## config.mk

```make
export PLATFORM = sky130hd
export DESIGN_NAME = edge_pulse_gen
export DESIGN_NICKNAME = d
export VERILOG_FILES = /design/src/rtl/edge_pulse_pkg.sv /design/src/rtl/edge_pulse_channel.sv /design/src/rtl/edge_pulse_gen.sv
export SDC_FILE = /design/constraint.sdc
export NUM_CORES = 1
export LEC_CHECK = 0
export CELL_PAD_IN_SITES_DETAIL_PLACEMENT = 0
export CELL_PAD_IN_SITES_GLOBAL_PLACEMENT = 1
export CORE_ASPECT_RATIO = 1.4
export CORE_MARGIN = 4
export CORE_UTILIZATION = 44
export DETAILED_ROUTE_END_ITERATION = 7
export PLACE_DENSITY_LB_ADDON = 0.1
export SLEW_MARGIN = 20
export SYNTH_ARGS = -nofsm -noshare
export SYNTH_HDL_FRONTEND = slang
export SYNTH_SLANG_ARGS = --single-unit
```

## constraint.sdc

```tcl
create_clock -name clk -period 1.9 [get_ports clk]
set_input_delay 0.38 -clock clk [delete_from_list [all_inputs] [get_ports clk]]
set_output_delay 0.38 -clock clk [all_outputs]
set_load 0.05 [all_outputs]
```

## src/rtl/edge_pulse_pkg.sv

```systemverilog
// Shared types and width helpers for the edge/level pulse generator.
package edge_pulse_pkg;

  typedef enum logic [1:0] {
    MODE_RISE   = 2'b00,
    MODE_FALL   = 2'b01,
    MODE_BOTH   = 2'b10,
    MODE_REPEAT = 2'b11
  } mode_t;

  typedef enum logic [1:0] {
    IDLE        = 2'd0,
    HOLD_DELAY  = 2'd1,
    HOLD_REPEAT = 2'd2
  } rep_state_t;

  // Bits needed to hold values 0..n-1, never less than one bit.
  function automatic int cnt_width(input int n);
    return (n <= 1) ? 1 : $clog2(n);
  endfunction

  function automatic int max_int(input int a, input int b);
    return (a > b) ? a : b;
  endfunction

endpackage

```

## src/rtl/edge_pulse_channel.sv

```systemverilog
// One channel: synchroniser, debounce, repeat FSM and registered pulse.
//   state       | meaning
//   IDLE        | no hold in progress
//   HOLD_DELAY  | press seen, waiting out the initial repeat delay
//   HOLD_REPEAT | held past the delay, pulsing every repeat period
module edge_pulse_channel
  import edge_pulse_pkg::*;
#(
  parameter int SYNC_STAGES     = 2,
  parameter int DEBOUNCE_CYCLES = 0,
  parameter int REPEAT_DELAY    = 8,
  parameter int REPEAT_PERIOD   = 4
) (
  input  logic  clk,
  input  logic  reset,
  input  logic  level_i,
  input  mode_t mode_i,
  output logic  pulse_d_o,
  output logic  pulse_o,
  output logic  level_o
);

  localparam int DB_W  = cnt_width(DEBOUNCE_CYCLES + 1);
  localparam int REP_W = cnt_width(max_int(REPEAT_DELAY, REPEAT_PERIOD));

  logic [SYNC_STAGES-1:0] sync_q;
  logic                   s_out;
  logic [DB_W-1:0]        db_cnt_q, db_cnt_d;
  logic                   db_level_q, db_level_d;
  logic                   rise_ev, fall_ev;
  mode_t                  mode_q;
  rep_state_t             state_q, state_d;
  logic [REP_W-1:0]       rep_cnt_q, rep_cnt_d;
  logic                   pulse_q, pulse_d;

  assign s_out = sync_q[SYNC_STAGES-1];

  // Counter only advances on a mismatch and clears on acceptance, so it never wraps.
  always_comb begin
    db_level_d = db_level_q;
    db_cnt_d   = '0;
    if (s_out != db_level_q) begin
      if (db_cnt_q == DB_W'(DEBOUNCE_CYCLES)) db_level_d = s_out;
      else                                    db_cnt_d   = db_cnt_q + 1'b1;
    end
  end

  assign rise_ev = db_level_d & ~db_level_q;
  assign fall_ev = ~db_level_d & db_level_q;

  always_comb begin
    state_d   = state_q;
    rep_cnt_d = rep_cnt_q;
    pulse_d   = 1'b0;
    if (mode_i != mode_q) begin
      state_d   = IDLE;
      rep_cnt_d = '0;
    end else begin
      case (mode_i)
        MODE_RISE: begin
          pulse_d = rise_ev; state_d = IDLE; rep_cnt_d = '0;
        end
        MODE_FALL: begin
          pulse_d = fall_ev; state_d = IDLE; rep_cnt_d = '0;
        end
        MODE_BOTH: begin
          pulse_d = rise_ev | fall_ev; state_d = IDLE; rep_cnt_d = '0;
        end
        MODE_REPEAT: begin
          case (state_q)
            IDLE: begin
              if (rise_ev) begin
                pulse_d   = 1'b1;
                state_d   = HOLD_DELAY;
                rep_cnt_d = REP_W'(REPEAT_DELAY - 1);
              end
            end
            HOLD_DELAY, HOLD_REPEAT: begin
              // Release takes priority over a coincident expiry.
              if (!db_level_d) begin
                state_d   = IDLE;
                rep_cnt_d = '0;
              end else if (rep_cnt_q == '0) begin
                pulse_d   = 1'b1;
                state_d   = HOLD_REPEAT;
                rep_cnt_d = REP_W'(REPEAT_PERIOD - 1);
              end else begin
                rep_cnt_d = rep_cnt_q - 1'b1;
              end
            end
            default: begin
              state_d   = IDLE;
              rep_cnt_d = '0;
            end
          endcase
        end
        default: begin
          state_d   = IDLE;
          rep_cnt_d = '0;
        end
      endcase
    end
  end

  // Tracked through reset so a mode held across reset release is not a change.
  always_ff @(posedge clk) mode_q <= mode_i;

  always_ff @(posedge clk) begin
    if (reset) begin
      sync_q     <= '0;
      db_cnt_q   <= '0;
      db_level_q <= 1'b0;
      state_q    <= IDLE;
      rep_cnt_q  <= '0;
      pulse_q    <= 1'b0;
    end else begin
      sync_q     <= {sync_q[SYNC_STAGES-2:0], level_i};
      db_cnt_q   <= db_cnt_d;
      db_level_q <= db_level_d;
      state_q    <= state_d;
      rep_cnt_q  <= rep_cnt_d;
      pulse_q    <= pulse_d;
    end
  end

  assign pulse_d_o = reset ? 1'b0 : pulse_d;
  assign pulse_o   = pulse_q;
  assign level_o   = db_level_q;

endmodule

```

## src/rtl/edge_pulse_gen.sv

```systemverilog
// Multi-channel level-to-pulse converter with a registered any-pulse flag.
module edge_pulse_gen
  import edge_pulse_pkg::*;
#(
  parameter int N_CH            = 4,
  parameter int SYNC_STAGES     = 2,
  parameter int DEBOUNCE_CYCLES = 0,
  parameter int REPEAT_DELAY    = 8,
  parameter int REPEAT_PERIOD   = 4
) (
  input  logic              clk,
  input  logic              reset,
  input  logic [N_CH-1:0]   level_in,
  input  logic [2*N_CH-1:0] mode,
  output logic [N_CH-1:0]   pulse_out,
  output logic [N_CH-1:0]   level_out,
  output logic              any_pulse
);

  logic [N_CH-1:0] pulse_nxt;
  logic            any_pulse_q;

  for (genvar gi = 0; gi < N_CH; gi++) begin : g_ch
    edge_pulse_channel #(
      .SYNC_STAGES    (SYNC_STAGES),
      .DEBOUNCE_CYCLES(DEBOUNCE_CYCLES),
      .REPEAT_DELAY   (REPEAT_DELAY),
      .REPEAT_PERIOD  (REPEAT_PERIOD)
    ) u_ch (
      .clk      (clk),
      .reset    (reset),
      .level_i  (level_in[gi]),
      .mode_i   (mode_t'(mode[2*gi +: 2])),
      .pulse_d_o(pulse_nxt[gi]),
      .pulse_o  (pulse_out[gi]),
      .level_o  (level_out[gi])
    );
  end

  // Built from the channels' next-pulse terms so it lands with pulse_out.
  always_ff @(posedge clk) begin
    if (reset) any_pulse_q <= 1'b0;
    else       any_pulse_q <= |pulse_nxt;
  end

  assign any_pulse = any_pulse_q;

endmodule

```

==> summary.txt <==
Yosys
  – Synth cell types: 49
  – Synth Area in Adders: 0.1274
  – Yosys top cell by area: dfxtp_1
  – Mapped Cells: just under 300
  – Area contributors post-synth: dfxtp_1 (37%), ha_1 (13%), inv_1 (4.2%)
  – Number of synthesized register bits: 49
  – Area fraction in compound gates after synthesis: 0.1562
  – Largest family of logic cells by synthesized area: simple AND/OR/NAND/NOR gates
  – Xor/xnor cell area share of the yosys netlist: 0.01321
  – Top-area cell type share of the netlist area: 0.3700
  – Synth warnings: 0
  – Multiplexer share of the synthesized area: 0.04247
  – Synthesized area per cell: 8.897 um2
  – Synthesized cell area: around 2700 um2
  – Post-synthesis sequential area ratio: 0.3700
  – Post-Synth Simple-Gate Area: 0.2199

Floorplan
  – Die ar.: 7349 um2
  – Initial Util: 0.4522
  – Core ar.: 5863 um2
  – Chip Width: 73.61 um
  – Rows: 33
  – Die Y: 99.85 um
  – Num ports: 23

Worst setup path
  – Worst EP arrival: 1.45 ns
  – Critical path type: reg2out
  – Critical R2R Capture: any_pulse
  – Reg-to-Reg Start: g_ch[1].u_ch.db_cnt_q
  – Critical path peak fanout: 1
  – Crit-path leading delay family: buffers and inverters
  – CP Launch Type: flip-flop
  – Worst path bufs/invs: 1
  – Crit path required time: 1.52 ns
  – Crit path cell chain: clkdlybuf4s50_1
  – Reg2reg setup slack: 0.10 ns
  – CP max stage cell: clkdlybuf4s50_1
  – CP max stage delay: around 0.81 ns
  – Worst R2R Path Depth: 7
  – CP Capture Type: output port

Layout
  – # fillers: 562
  – Post-layout util: 0.5384
  – ANT cells: 0
  – Final #Nets: 380
  – Area of the multi-input gates: 1500 um2
  – Layout cell share with drive strength beyond 1: 0.1353
  – Area grow syn2layout: 19.07%
  – Commonest non-fill, non-tap cell in the layout: dfxtp_1
  – Most frequent cells in the layout: dfxtp_1 (47), inv_1 (29), ha_1 (26)
  – Register area: 983.4 um2

Timing
  – Max Clock Skew: 0.005144 ns
  – Least-Margin Pin Slew: 0.5029 ns
  – Final setup TNS: 0 ns
  – Final Critical Period: 1.834 ns
  – WHS: 0.4382 ns
  – RSZ-0062 raised after global routing: no
  – Final slew viol count: 0
  – Fmax achieved: 545.4 MHz
  – Crit path setup slack, layout: 0.06645 ns
  – Setup Viol. Count Final: 0
  – Relative max-transition margin: 0.6637
  – Final period util: 0.9650
  – Final hold vios: 0

Route
  – Wirelength per Cell: 12.27 um
  – Routed WL: 5.032 mm
  – Post-route ant nets: 0
  – Vias per inst: 5.015
  – Vias: 2056
  – DRC viols: 0
  – Drt initial violations: 72
  – First-pass iteration count of the detailed router: 5

GRT
  – All-Layer GR Usage: 0.1470
  – First-pass GRT wire length: 8.652 mm
  – GR Overflow Total: 0
  – Initial antenna violation count: 0
  – Largest net degree at the start of global routing: 15
  – Vias in the first global route: 2019

Clock tree
  – Clk slew on worst S/H paths: ~0.08 ns
  – CTS Buffer Depth: 2
  – Num Clock Sinks: 49
  – Root Driver: clkbuf_8
  – Post CTS Setup Buffer Count: 0
  – H-tree levels: 2
  – TritonCTS clock tree: built
  – Clock latency on the worst-skew pair: roughly 0.29 ns
  – Total CTS buffers: 5
  – Hold_buf cts: 0

Pwr
  – LEAKAGE: 1.282 nW
  – Combinational power share: 0.114
  – Clock share of power: 0.367
  – Total power: 2.071 mW
  – Peak VDD IR: 0.0004572 V
  – Pwr Density: 656.0 nW/um2
  – Sw Pwr: 471.8 uW
  – Sequential Power Share: 0.519
  – Internal: 1.599 mW
  – Switching Fraction: 0.2278

Hold path
  – Hold crit path type: reg2reg
  – Hold endpoint: g_ch[0].u_ch.sync_q[1]
  – Hold path cells: 1
  – HP Start: g_ch[0].u_ch.sync_q[0]

Placement
  – Gpl congestion: about 0.76
  – Dpl hpwl: roughly 3.9 mm
  – IO Port Bufs: 22
  – Pre-CTS setup slack: -0.05803 ns

Run
  – Max Cap Viol: 0

Run status
  – Status: completed
[area by class of cell]
| cell class | count | share of cell area |
|---|---|---|
| Multi-Input combinational cell | 211 | 0.4752 |
| Sequential cell | 49 | 0.3115 |
| Timing Repair Buffer | 41 | 0.1118 |
| Inverter | 31 | 0.03686 |
| Tap cell | 70 | 0.02774 |
| Clock buffer | 7 | 0.02735 |
| Clock inverter | 1 | 0.009512 |
[cells in the mapped netlist, drive strengths merged]
| cell | number |
|---|---|
| nor3 | 3 |
| a21oi | 17 |
| buf | 8 |
| nor2b | 16 |
| nor4b | 3 |
| or2 | 5 |
| a211oi | 6 |
| nand3 | 1 |
| and4b | 2 |
| a21boi | 1 |
| a32o | 2 |
| o211a | 2 |
| inv | 31 |
| and4 | 1 |
| nor2 | 18 |
| xnor2 | 1 |
| and3b | 2 |
| or3 | 1 |
| nor4 | 3 |
| o2bb2ai | 1 |
| or3b | 6 |
| conb | 1 |
| nand4 | 1 |
| o21ai | 20 |
| xor2 | 3 |
| a31oi | 5 |
| a2111o | 1 |
| mux2i | 8 |
| and2 | 1 |
| nor3b | 3 |
| a211o | 3 |
| dfxtp | 49 |
| nand2b | 9 |
| clkbuf | 2 |
| o32ai | 1 |
| a21o | 1 |
| o221ai | 4 |
| nand2 | 24 |
| o21a | 1 |
| nand4b | 1 |
| and3 | 1 |
| nand3b | 1 |
| or4 | 1 |
| ha | 27 |
[logic make-up after synthesis]
group | after synthesis
DFF | 49
buffers and inverters | 41
adders and majority gates | 27
muxes | 8
xor gates and xnor gates | 4
AOI/OAI and AO/OA | 65
and+or+nand+nor | 103
other | 1
[what timing repair did]
action / in CTS / in global routing
gates resized for setup: 0 / 4
endpoints found under the hold margin: 0 / 0
endpoints found under the setup margin: 0 / 2
[routing by layer]
| layer | GRT usage | up-vias | routed length [um] |
|---|---|---|---|
| met2 | 0.2664 | 22 | 2556 |
| met3 | 0.02605 | 2 | 150 |
| met5 | 0 | - | 0 |
| met1 | 0.1706 | 937 | 2280 |
| li1 | - | 1095 | - |
| met4 | 0.04603 | 0 | 44 |
[how the worst max path moves through the flow]
stage | start | to | depth (start not counted)
after global placement | mode[6] | any_pulse | 5
after global routing | any_pulse | any_pulse | 1
after floorplan | g_ch[0].u_ch.level_o | any_pulse | 7
final | any_pulse | any_pulse | 1
after CTS | any_pulse | any_pulse | 1
after detailed placement | mode[6] | any_pulse | 5
[power by group through the flow]
stage | combinational [mW] | sequential (mW) | clock (mW)
floorplan | 0.134 | 1.10 | 0
detailed placement | 0.236 | 1.10 | 0
global placement | 0.235 | 1.10 | 0
finish | 0.236 | 1.07 | 0.760
CTS | 0.238 | 1.08 | 0.795
global route | 0.264 | 1.08 | 0.832
[flip-flops by register name, summed over array words and instances (netlist names)]
signal               count
g_ch.u_ch.mode_q         8
g_ch.u_ch.level_o        4
g_ch.u_ch.rep_cnt_q     12
g_ch.u_ch.pulse_o        4
g_ch.u_ch.db_cnt_q       4
g_ch.u_ch.sync_q         8
g_ch.u_ch.state_q        8
any_pulse                1
[per-stage QoR]
stage,cell area (um2),instances
detailed placement,3035,402
global placement,3035,402
floorplan,2663,301
global route,3157,410
finish,3157,410
CTS,3152,410
Power figures use the tool's default switching activity.
